[src/rtl/chess_clock_pkg.sv]
// Shared constants for the chess-clock setup controller: widths, adjust steps,
// FSM state encodings and the edited-field encoding.
package chess_clock_pkg;

    localparam int TIME_W_DEF       = 13;
    localparam int INC_W_DEF        = 6;

    localparam int TIME_STEP_FINE   = 1;
    localparam int TIME_STEP_COARSE = 60;
    localparam int INC_STEP_FINE    = 1;
    localparam int INC_STEP_COARSE  = 10;

    localparam int ST_W = 3;
    localparam logic [2:0] ST_LOCKED   = 3'd0;
    localparam logic [2:0] ST_COMMIT   = 3'd1;
    localparam logic [2:0] ST_READY    = 3'd2;
    localparam logic [2:0] ST_EDIT_A   = 3'd3;
    localparam logic [2:0] ST_EDIT_B   = 3'd4;
    localparam logic [2:0] ST_EDIT_INC = 3'd5;

    typedef enum logic [1:0] {
        FIELD_NONE   = 2'd0,
        FIELD_TIME_A = 2'd1,
        FIELD_TIME_B = 2'd2,
        FIELD_INC    = 2'd3
    } edit_field_e;

    function automatic logic is_edit_state(input logic [2:0] st);
        return (st == ST_EDIT_A) || (st == ST_EDIT_B) || (st == ST_EDIT_INC);
    endfunction

endpackage

[src/rtl/chess_clock_setup_if.sv]
// Button inputs and configuration outputs of the setup controller.
// Inputs are sampled on the rising clock edge; outputs are valid the whole cycle.
interface chess_clock_setup_if import chess_clock_pkg::*; #(
    parameter int TIME_W = TIME_W_DEF,
    parameter int INC_W  = INC_W_DEF
);
    logic              i_idle;
    logic              i_mode;
    logic              i_up;
    logic              i_down;
    logic              i_coarse;
    logic              i_confirm;
    logic              i_cancel;
    logic [TIME_W-1:0] o_time_a;
    logic [TIME_W-1:0] o_time_b;
    logic [INC_W-1:0]  o_increment;
    logic              o_load;
    logic [1:0]        o_edit_field;
    logic [TIME_W-1:0] o_edit_value;
    logic              o_setup_active;
    logic [ST_W-1:0]   o_dbg_state;

    modport master (
        output i_idle, i_mode, i_up, i_down, i_coarse, i_confirm, i_cancel,
        input  o_time_a, o_time_b, o_increment, o_load, o_edit_field,
               o_edit_value, o_setup_active, o_dbg_state
    );

    modport slave (
        input  i_idle, i_mode, i_up, i_down, i_coarse, i_confirm, i_cancel,
        output o_time_a, o_time_b, o_increment, o_load, o_edit_field,
               o_edit_value, o_setup_active, o_dbg_state
    );
endinterface

[src/rtl/chess_clock_sat_adj.sv]
// Combinational saturating up/down adjuster; up and down together leave the value as is.
module chess_clock_sat_adj #(
    parameter int W           = 13,
    parameter int MIN_V       = 1,
    parameter int MAX_V       = 5999,
    parameter int STEP_FINE   = 1,
    parameter int STEP_COARSE = 60
) (
    input  logic [W-1:0] i_value,
    input  logic         i_up,
    input  logic         i_down,
    input  logic         i_coarse,
    output logic [W-1:0] o_value
);
    logic [W:0] w_step;
    logic [W:0] w_sum;
    logic [W:0] w_floor;
    logic [W:0] w_diff;

    // One extra bit so the sum never wraps before the clamp compares it.
    always_comb begin
        w_step  = i_coarse ? (W+1)'(STEP_COARSE) : (W+1)'(STEP_FINE);
        w_sum   = {1'b0, i_value} + w_step;
        w_floor = w_step + (W+1)'(MIN_V);
        w_diff  = {1'b0, i_value} - w_step;
        o_value = i_value;
        if (i_up && !i_down) begin
            o_value = (w_sum > (W+1)'(MAX_V)) ? W'(MAX_V) : w_sum[W-1:0];
        end else if (i_down && !i_up) begin
            o_value = ({1'b0, i_value} < w_floor) ? W'(MIN_V) : w_diff[W-1:0];
        end
    end
endmodule

[src/rtl/chess_clock_setup.sv]
// Setup menu for the chess clock: edits shadow copies of both player times and the
// increment while the game is idle, commits them with a one-cycle load strobe.
module chess_clock_setup import chess_clock_pkg::*; #(
    parameter int TIME_W       = TIME_W_DEF,
    parameter int MIN_TIME     = 1,
    parameter int MAX_TIME     = 5999,
    parameter int DEFAULT_TIME = 300,
    parameter int INC_W        = INC_W_DEF,
    parameter int MAX_INC      = 59,
    parameter int DEFAULT_INC  = 0
) (
    input  logic                i_clk,
    input  logic                i_rst_n,
    chess_clock_setup_if.slave  io_setup
);
    logic [2:0]        r_state;
    logic [2:0]        w_next;
    logic [TIME_W-1:0] r_time_a, r_time_b, r_sh_a, r_sh_b;
    logic [INC_W-1:0]  r_inc, r_sh_inc;
    logic [TIME_W-1:0] w_adj_a, w_adj_b;
    logic [INC_W-1:0]  w_adj_inc;
    logic              w_in_edit;
    logic              w_discard;
    logic              w_hold;

    chess_clock_sat_adj #(.W(TIME_W), .MIN_V(MIN_TIME), .MAX_V(MAX_TIME),
        .STEP_FINE(TIME_STEP_FINE), .STEP_COARSE(TIME_STEP_COARSE)) u_adj_a (
        .i_value(r_sh_a), .i_up(io_setup.i_up), .i_down(io_setup.i_down),
        .i_coarse(io_setup.i_coarse), .o_value(w_adj_a));

    chess_clock_sat_adj #(.W(TIME_W), .MIN_V(MIN_TIME), .MAX_V(MAX_TIME),
        .STEP_FINE(TIME_STEP_FINE), .STEP_COARSE(TIME_STEP_COARSE)) u_adj_b (
        .i_value(r_sh_b), .i_up(io_setup.i_up), .i_down(io_setup.i_down),
        .i_coarse(io_setup.i_coarse), .o_value(w_adj_b));

    chess_clock_sat_adj #(.W(INC_W), .MIN_V(0), .MAX_V(MAX_INC),
        .STEP_FINE(INC_STEP_FINE), .STEP_COARSE(INC_STEP_COARSE)) u_adj_inc (
        .i_value(r_sh_inc), .i_up(io_setup.i_up), .i_down(io_setup.i_down),
        .i_coarse(io_setup.i_coarse), .o_value(w_adj_inc));

    assign w_in_edit = is_edit_state(r_state);
    assign w_discard = !io_setup.i_idle || io_setup.i_cancel;
    assign w_hold    = io_setup.i_confirm || io_setup.i_mode;

    always_comb begin
        w_next = r_state;
        case (r_state)
            ST_LOCKED: if (io_setup.i_idle) w_next = ST_COMMIT;
            ST_COMMIT: w_next = io_setup.i_idle ? ST_READY : ST_LOCKED;
            ST_READY: begin
                if (!io_setup.i_idle)    w_next = ST_LOCKED;
                else if (io_setup.i_mode) w_next = ST_EDIT_A;
            end
            ST_EDIT_A, ST_EDIT_B, ST_EDIT_INC: begin
                if (!io_setup.i_idle)        w_next = ST_LOCKED;
                else if (io_setup.i_cancel)  w_next = ST_READY;
                else if (io_setup.i_confirm) w_next = ST_COMMIT;
                else if (io_setup.i_mode) begin
                    case (r_state)
                        ST_EDIT_A: w_next = ST_EDIT_B;
                        ST_EDIT_B: w_next = ST_EDIT_INC;
                        default:   w_next = ST_EDIT_A;
                    endcase
                end
            end
            default: w_next = ST_LOCKED;
        endcase
    end

    // Outside an active edit the shadows track the committed values, so a discard
    // is simply a reload and entering EDIT_A always starts from committed values.
    always_ff @(posedge i_clk or negedge i_rst_n) begin
        if (!i_rst_n) begin
            r_state  <= ST_LOCKED;
            r_time_a <= TIME_W'(DEFAULT_TIME);
            r_time_b <= TIME_W'(DEFAULT_TIME);
            r_inc    <= INC_W'(DEFAULT_INC);
            r_sh_a   <= TIME_W'(DEFAULT_TIME);
            r_sh_b   <= TIME_W'(DEFAULT_TIME);
            r_sh_inc <= INC_W'(DEFAULT_INC);
        end else begin
            r_state <= w_next;
            if (w_next == ST_COMMIT) begin
                r_time_a <= r_sh_a;
                r_time_b <= r_sh_b;
                r_inc    <= r_sh_inc;
            end
            if (w_in_edit && !w_discard) begin
                if (!w_hold) begin
                    case (r_state)
                        ST_EDIT_A: r_sh_a   <= w_adj_a;
                        ST_EDIT_B: r_sh_b   <= w_adj_b;
                        default:   r_sh_inc <= w_adj_inc;
                    endcase
                end
            end else begin
                r_sh_a   <= r_time_a;
                r_sh_b   <= r_time_b;
                r_sh_inc <= r_inc;
            end
        end
    end

    always_comb begin
        io_setup.o_edit_field = FIELD_NONE;
        io_setup.o_edit_value = '0;
        case (r_state)
            ST_EDIT_A: begin
                io_setup.o_edit_field = FIELD_TIME_A;
                io_setup.o_edit_value = r_sh_a;
            end
            ST_EDIT_B: begin
                io_setup.o_edit_field = FIELD_TIME_B;
                io_setup.o_edit_value = r_sh_b;
            end
            ST_EDIT_INC: begin
                io_setup.o_edit_field = FIELD_INC;
                io_setup.o_edit_value = TIME_W'(r_sh_inc);
            end
            default: ;
        endcase
    end

    assign io_setup.o_time_a       = r_time_a;
    assign io_setup.o_time_b       = r_time_b;
    assign io_setup.o_increment    = r_inc;
    assign io_setup.o_load         = (r_state == ST_COMMIT);
    assign io_setup.o_setup_active = w_in_edit;
    assign io_setup.o_dbg_state    = r_state;
endmodule

[src/flat_wrapper.sv]
// flat-port wrapper written by rule: the top's interface ports become plain ports
module chess_clock_setup_flat import chess_clock_pkg::*;
#(
    parameter int TIME_W       = TIME_W_DEF,
    parameter int MIN_TIME     = 1,
    parameter int MAX_TIME     = 5999,
    parameter int DEFAULT_TIME = 300,
    parameter int INC_W        = INC_W_DEF,
    parameter int MAX_INC      = 59,
    parameter int DEFAULT_INC  = 0
)
  (i_clk, i_rst_n, io_setup_i_idle, io_setup_i_mode, io_setup_i_up, io_setup_i_down, io_setup_i_coarse, io_setup_i_confirm, io_setup_i_cancel, io_setup_o_time_a, io_setup_o_time_b, io_setup_o_increment, io_setup_o_load, io_setup_o_edit_field, io_setup_o_edit_value, io_setup_o_setup_active, io_setup_o_dbg_state);
  chess_clock_setup_if #(.TIME_W(TIME_W), .INC_W(INC_W)) io_setup_i ();
  input  logic i_clk;
  input  logic i_rst_n;
  input wire logic [$bits(io_setup_i.i_idle)-1:0] io_setup_i_idle;
  input wire logic [$bits(io_setup_i.i_mode)-1:0] io_setup_i_mode;
  input wire logic [$bits(io_setup_i.i_up)-1:0] io_setup_i_up;
  input wire logic [$bits(io_setup_i.i_down)-1:0] io_setup_i_down;
  input wire logic [$bits(io_setup_i.i_coarse)-1:0] io_setup_i_coarse;
  input wire logic [$bits(io_setup_i.i_confirm)-1:0] io_setup_i_confirm;
  input wire logic [$bits(io_setup_i.i_cancel)-1:0] io_setup_i_cancel;
  output wire logic [$bits(io_setup_i.o_time_a)-1:0] io_setup_o_time_a;
  output wire logic [$bits(io_setup_i.o_time_b)-1:0] io_setup_o_time_b;
  output wire logic [$bits(io_setup_i.o_increment)-1:0] io_setup_o_increment;
  output wire logic [$bits(io_setup_i.o_load)-1:0] io_setup_o_load;
  output wire logic [$bits(io_setup_i.o_edit_field)-1:0] io_setup_o_edit_field;
  output wire logic [$bits(io_setup_i.o_edit_value)-1:0] io_setup_o_edit_value;
  output wire logic [$bits(io_setup_i.o_setup_active)-1:0] io_setup_o_setup_active;
  output wire logic [$bits(io_setup_i.o_dbg_state)-1:0] io_setup_o_dbg_state;
  assign io_setup_i.i_idle = io_setup_i_idle;
  assign io_setup_i.i_mode = io_setup_i_mode;
  assign io_setup_i.i_up = io_setup_i_up;
  assign io_setup_i.i_down = io_setup_i_down;
  assign io_setup_i.i_coarse = io_setup_i_coarse;
  assign io_setup_i.i_confirm = io_setup_i_confirm;
  assign io_setup_i.i_cancel = io_setup_i_cancel;
  assign io_setup_o_time_a = io_setup_i.o_time_a;
  assign io_setup_o_time_b = io_setup_i.o_time_b;
  assign io_setup_o_increment = io_setup_i.o_increment;
  assign io_setup_o_load = io_setup_i.o_load;
  assign io_setup_o_edit_field = io_setup_i.o_edit_field;
  assign io_setup_o_edit_value = io_setup_i.o_edit_value;
  assign io_setup_o_setup_active = io_setup_i.o_setup_active;
  assign io_setup_o_dbg_state = io_setup_i.o_dbg_state;
  chess_clock_setup #(.TIME_W(TIME_W), .MIN_TIME(MIN_TIME), .MAX_TIME(MAX_TIME), .DEFAULT_TIME(DEFAULT_TIME), .INC_W(INC_W), .MAX_INC(MAX_INC), .DEFAULT_INC(DEFAULT_INC)) u_core (.i_clk(i_clk), .i_rst_n(i_rst_n), .io_setup(io_setup_i));
endmodule
[config.mk]
export PLATFORM = sky130hd
export DESIGN_NAME = chess_clock_setup_flat
export DESIGN_NICKNAME = d
export VERILOG_FILES = /design/src/rtl/chess_clock_pkg.sv /design/src/rtl/chess_clock_setup_if.sv /design/src/rtl/chess_clock_sat_adj.sv /design/src/rtl/chess_clock_setup.sv /design/src/flat_wrapper.sv
export SDC_FILE = /design/constraint.sdc
export NUM_CORES = 1
export LEC_CHECK = 0
export CORE_AREA = 3 3 132 134
export CTS_BUF_LIST = sky130_fd_sc_hd__clkbuf_16
export CTS_CLUSTER_DIAMETER = 100
export DETAILED_ROUTE_END_ITERATION = 6
export DIE_AREA = 0 0 135 137
export GPL_TIMING_DRIVEN = 0
export PLACE_DENSITY = 0.54
export REMOVE_ABC_BUFFERS = 1
export SYNTH_ARGS = -nofsm -noshare
export SYNTH_HDL_FRONTEND = slang
export SYNTH_SLANG_ARGS = --single-unit
export TNS_END_PERCENT = 30
[constraint.sdc]
create_clock -name i_clk -period 2.8 [get_ports i_clk]
set_input_delay 0.56 -clock i_clk [delete_from_list [all_inputs] [get_ports i_clk]]
set_output_delay 0.56 -clock i_clk [all_outputs]
set_load 0.1 [all_outputs]
==> run metrics, run 1 <==
Startpoint Class=primary input; DIE AREA=~0.018 mm2; total gr overflow=0; share of power burned in combinational logic=between 60 and 70%; clock latency on the worst-skew pair=350 ps; Seq pwr share=24.6%; Tcrit/Tclk final=103%; Leak=slightly below 0.003 uW; setup ws final=-90.2 ps; design area=between 0.007 and 0.008 mm2; PwrDens=between 1000 and 1500 mW/mm2; top cell type's share of synthesized area=between 20% and 30%; Hold Crit Class=in -> async; RSZ-0062 raised after global routing=yes; slew margin rel.=33.7%; layout cells sized above 1=between 20% and 30%; Site Rows=47; die width=approximately 140 um; worst vdd ir=between 0.4 and 0.5 mV; Crit path required time=about 3100 ps; failing checks=negative setup slack; via count of the first global-routing pass=approximately 5400; first-pass GRT wire length=between 20000 and 30000 um; initial antenna violation count=0; Sw Ratio=a little over half; Layout Skew=roughly 6.6 ps; Pint=around 4000 uW; DP Area=between 0.006 and 0.007 mm2; I/O Buffers=60; fmax=roughly 0.35 GHz; clock sink total=67; I/O pin cnt=between 60 and 70; Max clock buf depth=2; NetSw=about 4600 uW; #FFs+latches synth=between 60 and 70; HPWL Detailed=about 12000 um; status=finished with violations; Mapped Cells=between 600 and 700; area grow syn2layout=28.9%; Final ANT Viol Nets=0; Final GP Congestion=approximately 0.9; CP Max Fanout=7; effective utilization at floorplan=between 30% and 40%; Area contributors post-synth=dfrtp_1 23%, ha_1 7.8%, dfstp_2 7.4%; drc violations=0; drt pass-1 iters=5; final hold vios=0; WS Path Type=in -> reg; Synth Area per Inst=8.41 um2; Tightest Pin Transition=992 ps; top post-synthesis cells by count=57 x o21ai_0, 56 x nand2_1, 51 x a21oi_1, 51 x dfrtp_1, 51 x nor2_1; dominant cell type by area after synthesis=dfrtp_1; # Max-Cap Violations=0; final WL=17900 um; pin count of the biggest net entering global routing=68; DR iter-0 viols=~550; ys flop type=dfrtp_1; Worst-path clk slew=~60 ps; core footprint=approximately 0.016 mm2; WL per Instance=18.8 um; die height=roughly 140 um; DR vias/cell=5.72; post-synth cell types=78; register area share after synthesis=30.0%; CP Capture Type=flop; Setup violations, final=17; DR vias=5444; root buffer selected by CTS=clkbuf_16; Post-Syn Area=approximately 0.0056 mm2; synth warn=0; footprint of the multi-input gates=0.00407 mm2; Tot GR Track Use=19.3%; quantity of hold-fixing buffers added after cts=0; H-tree Lvls=3; final setup TNS=-733 ps; count leader, synth=o21ai_0; total CTS buffers=9; number of diodes=0; arrival time worst endpoint=around 3200 ps; FFs w/ async S/R, synth=100%; Filler cells=1591; Tmin final=~2900 ps; FF/Latch Area=around 0.0017 mm2; Clk pwr share=13.1%; Slew Limit Fails=0; CTS tree=yes; EDFF count, synth=0; fin nets=around 770
[state kept, by name, summed over array words and instances, names as in the netlist]
register                     cells
u_core.io_setup.o_increment      6
u_core.io_setup.o_time_a        13
u_core.r_sh_inc                  6
u_core.r_sh_a                   13
u_core.io_setup.o_dbg_state      3
u_core.r_sh_b                   13
u_core.io_setup.o_time_b        13
[per-stage QoR]
step / power [uW] / instances / hold slack, ps / util [%] / worst slack, ps
CTS: 8410 / 953 / 377 / 43.8 / -151
detailed placement: 6940 / 909 / 526 / 38.8 / -2450
global route: 9160 / 952 / 405 / 44.4 / -180
floorplan: 5710 / 628 / 264 / - / -1850
finish: 8630 / 952 / 327 / 44.4 / -90.2
global placement: 6890 / 908 / 511 / 38.6 / -3460
[metal layers]
metal	part of all wire, %	vias up	wire length, um	global-route usage (%)
li1	-	2568	-	-
met1	44	2693	7850	24.5
met2	50	155	8990	33.7
met3	3.8	28	688	3.49
met4	1.9	0	345	5.82
met5	0	-	0	0
[layout make-up]
type                       instances  area share (%)
multi-input combinational        529            55.9
clock inverter                     7           0.842
sequential                        67            23.4
clock buffer                       9            3.09
timing repair buffer              88            11.3
tap                              220            3.78
inverter                          32            1.70
[worst paths after layout]
path,startpoint,slack [ps],cells after the start,to
setup reg to reg,u_core.r_sh_a[5]$_DFFE_PN1P_,-10,9,u_core.r_sh_a[5]$_DFFE_PN1P_
hold / removal,i_rst_n,330,1,u_core.io_setup.o_dbg_state[0]$_DFF_PN0_
hold reg to reg,u_core.io_setup.o_increment[2]$_DFFE_PN0N_,540,1,u_core.io_setup.o_increment[2]$_DFFE_PN0N_
setup / recovery,io_setup_i_coarse,-90,13,u_core.r_sh_a[5]$_DFFE_PN1P_
max in group asynchronous,i_rst_n,1850,1,u_core.io_setup.o_dbg_state[0]$_DFF_PN0_
min in group i_clk,u_core.io_setup.o_increment[2]$_DFFE_PN0N_,540,1,u_core.io_setup.o_increment[2]$_DFFE_PN0N_
[power by group through the flow]
stage | registers, uW | logic [uW] | clock network, uW
after global routing | 2210 | 5760 | 1200
after global placement | 2090 | 4800 | 0
after detailed placement | 2100 | 4850 | 0
after CTS | 2100 | 5160 | 1160
final | 2120 | 5380 | 1130
after floorplan | 3210 | 2500 | 0
[worst max-delay path, stage by stage]
cell and delay [ps]:
buf_16 90, clkinvlp_4 80, buf_6 120, buf_6 120, ha_4 260, and2b_2 250, a211oi_4 280, o211ai_1 180
xor2_1 200, or4_4 520, o21ba_4 270, nor3_4 60, a22oi_1 150
[layout by cell type (no fill, tap or decap), drive strengths merged, types with 16 or more instances in the layout]
cell type / n
o21ai: 58
nand2: 56
dfrtp: 51
nor2: 51
a21oi: 51
clkdlybuf4s50: 41
buf: 36
ha: 35
inv: 33
mux2: 32
o22ai: 26
nor3: 22
xnor2: 20
clkbuf: 17
dfstp: 16
[cell families (layout without fill, tap and decap cells)]
| family | after synthesis | count (layout) | synth area share, % |
|---|---|---|---|
| AO/OA/AOI/OAI | 216 | 216 | 25.0 |
| XOR/XNOR | 28 | 28 | 4.34 |
| adder cells (fa/ha/maj) | 37 | 37 | 8.46 |
| buffers and inverters | 76 | 136 | 5.47 |
| flip-flops | 67 | 67 | 30.0 |
| multiplexers | 42 | 42 | 8.15 |
| AND/OR/NAND/NOR | 206 | 206 | 18.5 |
[what timing repair did]
item | 4_1_cts | 5_1_grt
buffers inserted | 27 | 1
cloned | 1 | 0
pin swaps | 22 | 13
resized for setup | 149 | 52
setup endpoints to repair | 82 | 64
Note: power is estimated with default switching activity, not from simulation.
==> run 2, diff against run 1 <==
Settings changed: CTS_BUF_LIST sky130_fd_sc_hd__clkbuf_16 to not set.
==> run 2 against run 1 <==
The run still ends with negative setup slack left. Fmax barely moved. Flip-flop and latch count did not move. Hold slack got worse by 0.58 ps. Core utilization did not move. Critical path depth did not move. Final area did not move. Sequential share of layout area did not move. Total power barely moved. Critical endpoint unchanged. Largest power group unchanged.
==> run metrics, run 2 (synthesis results as in run 1) <==
status=finished with violations (unchanged); failing checks=negative setup slack (unchanged); HPWL Detailed=12300 um (unchanged); H-tree Lvls=3 (unchanged); Crit path top cell by count=buf_6 (unchanged); RSZ-0062 raised after global routing=yes (unchanged); WS Path Type=in -> reg (unchanged); most common cell after layout, fill and taps aside=nand2_1 (unchanged); core footprint=0.0164 mm2 (unchanged); die height=137 um (unchanged); I/O Buffers=60 (unchanged); Max clock buf depth=2 (unchanged); worst hold slack=327 ps (about the same); Hold Crit Class=in -> async (unchanged); DR vias/cell=5.71 (was 5.72); Setup violations, final=17 (unchanged); CP Capture Type=flop (unchanged); initial antenna violation count=0 (unchanged); Filler cells=1591 (unchanged); I/O pin cnt=61 (unchanged); DIE AREA=0.0185 mm2 (unchanged); pre-CTS setup slack=-2450 ps (unchanged); # Max-Cap Violations=0 (unchanged); CP Max Fanout=7 (unchanged); Final GP Congestion=0.904 (unchanged); layout cells sized above 1=26.4% (unchanged); clock sink total=67 (unchanged); Worst-path clk slew=60 ps (about the same); DR iter-0 viols=559 (was 545); final WL=17800 um (was 17900 um); Crit path required time=3070 ps (about the same); CP max stage delay=520 ps (about the same); Site Rows=47 (unchanged); DP Area=0.00637 mm2 (unchanged); effective utilization at floorplan=34.4% (unchanged); PwrDens=1190 mW/mm2 (about the same); die width=135 um (unchanged); Tmin final=2890 ps (about the same); slew margin rel.=33.7% (about the same); DR vias=5432 (was 5444); Tightest Pin Transition=991 ps (was 992 ps); drt pass-1 iters=5 (unchanged); arrival time worst endpoint=3160 ps (about the same); clock latency on the worst-skew pair=350 ps (about the same); root buffer selected by CTS=clkbuf_16 (unchanged); area grow syn2layout=28.9% (unchanged); Tcrit/Tclk final=103% (about the same); number of diodes=0 (unchanged); Slew Limit Fails=0 (unchanged); fin nets=773 (unchanged); setup ws final=-92.6 ps (was -90.2 ps); crit path cell chain=buf_16 > clkinvlp_4 > buf_6 > buf_6 > ha_4 > and2b_2 > a211oi_4 > o211ai_1 > xor2_1 > or4_4 > o21ba_4 > nor3_4 > a22oi_1 (unchanged); total gr overflow=0 (unchanged); first-pass GRT wire length=28500 um (about the same); worst vdd ir=0.447 mV (about the same); design area=0.00728 mm2 (unchanged); leading cell types in the layout, fill and taps excluded=52 x nand2_1, 50 x o21ai_0, 50 x dfrtp_1, 47 x nor2_1, 41 x clkdlybuf4s50_1 (unchanged); CTS tree=yes (unchanged); Startpoint Class=primary input (unchanged); Critical-path top delay cell=or4_4 (unchanged); Tot Pwr=8640 uW (was 8630 uW); Tot GR Track Use=19.3% (about the same); Final ANT Viol Nets=0 (unchanged); drc violations=0 (unchanged); final hold vios=0 (unchanged); Leak=0.00288 uW (was 0.00289 uW); Layout Skew=6.50 ps (was 6.58 ps); fmax=0.346 GHz (about the same); pin count of the biggest net entering global routing=68 (unchanged); quantity of hold-fixing buffers added after cts=0 (unchanged); via count of the first global-routing pass=5414 (was 5411); Finished Core Util=44.4% (unchanged); WL per Instance=18.7 um (was 18.8 um); total CTS buffers=9 (unchanged)
## run 2: path summary, 6_finish.rpt
kind | from | to | slack [ps] | depth (start not counted)
max | io_setup_i_coarse | u_core.r_sh_a[5]$_DFFE_PN1P_ | -90 | 13
min | i_rst_n | u_core.io_setup.o_dbg_state[0]$_DFF_PN0_ | 330 | 1
max reg2reg | u_core.r_sh_a[5]$_DFFE_PN1P_ | u_core.r_sh_a[5]$_DFFE_PN1P_ | -10 | 9
min reg2reg | u_core.io_setup.o_increment[2]$_DFFE_PN0N_ | u_core.io_setup.o_increment[2]$_DFFE_PN0N_ | 540 | 1
max in group asynchronous | i_rst_n | u_core.io_setup.o_dbg_state[0]$_DFF_PN0_ | 1850 | 1
min in group i_clk | u_core.io_setup.o_increment[2]$_DFFE_PN0N_ | u_core.io_setup.o_increment[2]$_DFFE_PN0N_ | 540 | 1
## run 2: area by class of cell
| type | instances | area, um2 | share of cell area, % |
|---|---|---|---|
| multi-input cells | 529 | 4070 | 55.9 |
| flip-flops and latches | 67 | 1700 | 23.4 |
| repair buffers | 88 | 823 | 11.3 |
| well taps | 220 | 275 | 3.78 |
| clock buffers | 11 | 233 | 3.20 |
| inverters | 32 | 124 | 1.70 |
| clock inverters | 5 | 53.8 | 0.739 |
## run 2: report_power, final
part,total (uW),internal (uW),switching [uW]
sequential,2120,1420,700
combinational,5380,1950,3430
clock,1140,687,451
total,8640,4060,4580
## run 2: critical path, delay by kind of cell
family / cells / cell delay [ps]
simple gates: 3 / 830
xor+xnor: 1 / 200
fa+ha+maj: 1 / 260
buf+inv: 4 / 410
compound gates: 4 / 880
## run 2: per-stage QoR
stage                     std cells  setup TNS (ps)
after detailed placement        909         -102460
final                           952            -734
after CTS                       953            -877
after floorplan                 628         -114560
after global placement          908         -275010
after global routing            952           -2460
## run 2: what timing repair did
item	4_1_cts	5_1_grt
buffers inserted	27	1
resized for setup	149	52
setup endpoints to repair	82	65
pin swaps	22	13
gates cloned	1	0
## run 2: per-layer routing
metal,share of wire [%],up-vias,GRT usage [%]
li1,-,2562,-
met1,44,2725,24.5
met2,50,122,33.7
met3,3.5,23,3.49
met4,1.7,0,5.82
met5,0,-,0
==> run 3, diff against run 2 <==
Settings changed: CORE_AREA 3 3 132 134 to 3 3 109 111, DIE_AREA 0 0 135 137 to 0 0 112 114, PLACE_DENSITY 0.54 to 0.75.
==> run 3 against run 2 <==
The run still ends with negative setup slack left. Die area down 31%. Fmax is 1.4% higher. Count of clock-buffer cells in the layout rose by 3. Cell count shrank 8.7%. Clock power down 33%. First-iteration DRC count is 31% lower. Via count rose by 1.9%. Core utilization increased by 20 points. Register-to-register slack got worse by 30 ps. Combinational power down 1%. Final area shrank 4.3%.
==> run metrics, run 3 (synthesis results as in run 1) <==
worst hold slack=296 ps (was 327 ps); Site Rows=38 (was 47); root buffer selected by CTS=clkbuf_8 (was clkbuf_16); setup ws final=-53.8 ps (was -92.6 ps); Slew Limit Fails=0 (unchanged); DIE AREA=0.0128 mm2 (was 0.0185 mm2); worst path bufs/invs=4 (unchanged); Setup violations, final=10 (was 17); Filler cells=917 (was 1591); Tot GR Track Use=26.6% (was 19.3%); core footprint=0.0109 mm2 (was 0.0164 mm2); leading cell types in the layout, fill and taps excluded=53 x nand2_1, 53 x o21ai_0, 50 x dfrtp_1, 46 x nor2_1, 45 x a21oi_1 (was 52 x nand2_1, 50 x o21ai_0, 50 x dfrtp_1, 47 x nor2_1, 41 x clkdlybuf4s50_1); Hold Crit Class=in -> async (unchanged); Tmin final=2850 ps (was 2890 ps); I/O Buffers=60 (unchanged); layout cells sized above 1=23.0% (was 26.4%); CP Capture Type=flop (unchanged); Critical-path top delay cell=or4_4 (unchanged); PwrDens=1180 mW/mm2 (was 1190 mW/mm2); Final ANT Viol Nets=0 (unchanged); first-pass GRT wire length=27600 um (was 28500 um); metal3 WL=885 um (was 626 um); DP Area=0.00628 mm2 (was 0.00637 mm2); drt pass-1 iters=7 (was 5); die height=114 um (was 137 um); # Max-Cap Violations=0 (unchanged); I/O pin cnt=61 (unchanged); WS Path Type=in -> reg (unchanged); Tot Pwr=8200 uW (was 8640 uW); Final GP Congestion=0.938 (was 0.904); failing checks=negative setup slack (unchanged); Tightest Pin Transition=1000 ps (was 991 ps); WL per Instance=19.7 um (was 18.7 um); total gr overflow=0 (unchanged); total CTS buffers=9 (unchanged); clock latency on the worst-skew pair=380 ps (was 350 ps); FF/Latch Area=0.00170 mm2 (unchanged); DR vias/cell=6.37 (was 5.71); clock sink total=67 (unchanged); crit-path leading delay family=simple AND/OR/NAND/NOR gates (was compound AO/OA/AOI/OAI gates); footprint of the multi-input gates=0.00401 mm2 (was 0.00407 mm2); effective utilization at floorplan=51.9% (was 34.4%); quantity of hold-fixing buffers added after cts=0 (unchanged); Layout Skew=13.3 ps (was 6.50 ps); max layer used=met4 (unchanged); design area=0.00697 mm2 (was 0.00728 mm2); Startpoint Class=primary input (unchanged); Worst-path clk slew=80 ps (was 60 ps); final hold vios=0 (unchanged); CTS tree=yes (unchanged); HPWL Detailed=11200 um (was 12300 um); Max clock buf depth=2 (unchanged); die width=112 um (was 135 um); number of diodes=0 (unchanged); Leak=0.00282 uW (was 0.00288 uW); DR iter-0 viols=387 (was 559); CP max stage delay=570 ps (was 520 ps); initial antenna violation count=0 (unchanged); drc violations=0 (unchanged); DR vias=5537 (was 5432); arrival time worst endpoint=3140 ps (was 3160 ps); Metal-1 WL=7300 um (was 7910 um); area grow syn2layout=23.3% (was 28.9%); Crit path top cell by count=buf_4 (was buf_6); Finished Core Util=64.0% (was 44.4%); Crit path required time=3090 ps (was 3070 ps); Tcrit/Tclk final=102% (was 103%); final WL=17100 um (was 17800 um); status=finished with violations (unchanged); crit path cell chain=buf_16 > clkinvlp_4 > buf_4 > buf_4 > ha_4 > and2b_2 > a211oi_2 > or2_4 > o211a_1 > or4_4 > o21ba_4 > nor3_4 > a22oi_1 (was buf_16 > clkinvlp_4 > buf_6 > buf_6 > ha_4 > and2b_2 > a211oi_4 > o211ai_1 > xor2_1 > or4_4 > o21ba_4 > nor3_4 > a22oi_1); H-tree Lvls=3 (unchanged); CP Max Fanout=4 (was 7); RSZ-0062 raised after global routing=yes (unchanged); slew margin rel.=33.0% (was 33.7%); pin count of the biggest net entering global routing=68 (unchanged); fmax=0.350 GHz (was 0.346 GHz); worst vdd ir=0.723 mV (was 0.447 mV); via count of the first global-routing pass=5454 (was 5414); met2 WL post-DR=8450 um (was 8980 um); fin nets=770 (was 773)
## run 3: changes by cell type in the layout (fill, tap and decap cells not counted), sizes merged
cell | previous run | this run
buf | 36 | 31
bufinv | 1 | 0
clkbuf | 19 | 24
clkdlybuf4s15 | 2 | 1
clkinv | 4 | 1
clkinvlp | 1 | 2
nand2 | 56 | 57
## run 3: repair_timing
action,in CTS,in global routing
setup endpoints to repair,82,77
pin swaps,15,6
gates resized for setup,137,43
buffers inserted,21,2
hold endpoints to repair,0,0
cloned,0,1
## run 3: final cells by class
| type | count | share of cell area, % |
|---|---|---|
| clock buffer | 14 | 2.33 |
| timing repair buffer | 84 | 11.3 |
| tap | 140 | 2.51 |
| sequential | 67 | 24.4 |
| inverter | 32 | 1.78 |
| multi-input combinational | 530 | 57.5 |
| clock inverter | 2 | 0.180 |
## run 3: worst paths after layout
path,from,end,slack (ps),depth (start not counted)
worst max-delay path,io_setup_i_coarse,u_core.r_sh_a[5]$_DFFE_PN1P_,-50,13
worst min-delay path,i_rst_n,u_core.r_sh_b[6]$_DFFE_PN0P_,300,1
worst max register to register,u_core.r_sh_a[2]$_DFFE_PN1P_,u_core.r_sh_a[5]$_DFFE_PN1P_,-40,10
worst min register to register,u_core.io_setup.o_increment[3]$_DFFE_PN0N_,u_core.io_setup.o_increment[3]$_DFFE_PN0N_,530,1
max in group asynchronous,i_rst_n,u_core.io_setup.o_dbg_state[0]$_DFF_PN0_,1860,1
min in group i_clk,u_core.io_setup.o_increment[3]$_DFFE_PN0N_,u_core.io_setup.o_increment[3]$_DFFE_PN0N_,530,1
## run 3: layer usage
| metal | track usage, % | up-vias |
|---|---|---|
| met5 | 0 | - |
| met4 | 12.3 | 0 |
| met3 | 3.66 | 32 |
| met2 | 44.6 | 199 |
| met1 | 34.3 | 2735 |
| li1 | - | 2571 |
## run 3: stage by stage
stage	setup WS [ps]	setup TNS [ps]	cells
after global routing	-137	-1940	869
after global placement	-3180	-246470	828
after CTS	0.322	0	866
after floorplan	-1850	-114560	628
after detailed placement	-2210	-94930	829
final	-53.8	-171	869
## run 3: worst reg2reg max path: stages (launching register included)
cell and delay [ps]:
dfstp_2 570, ha_4 230, nand3b_1 240, buf_6 170, a2111oi_4 340, o21bai_1 120
xnor2_1 160, or4_4 450, o21ba_4 270, nor3_4 50, a22oi_1 160
## run 3: power breakdown
group | leakage [uW] | total (uW) | switching (uW) | internal, uW
registers | 0.000842 | 2120 | 704 | 1420
logic | 0.00189 | 5310 | 3390 | 1920
clock network | 0.0000867 | 769 | 399 | 370
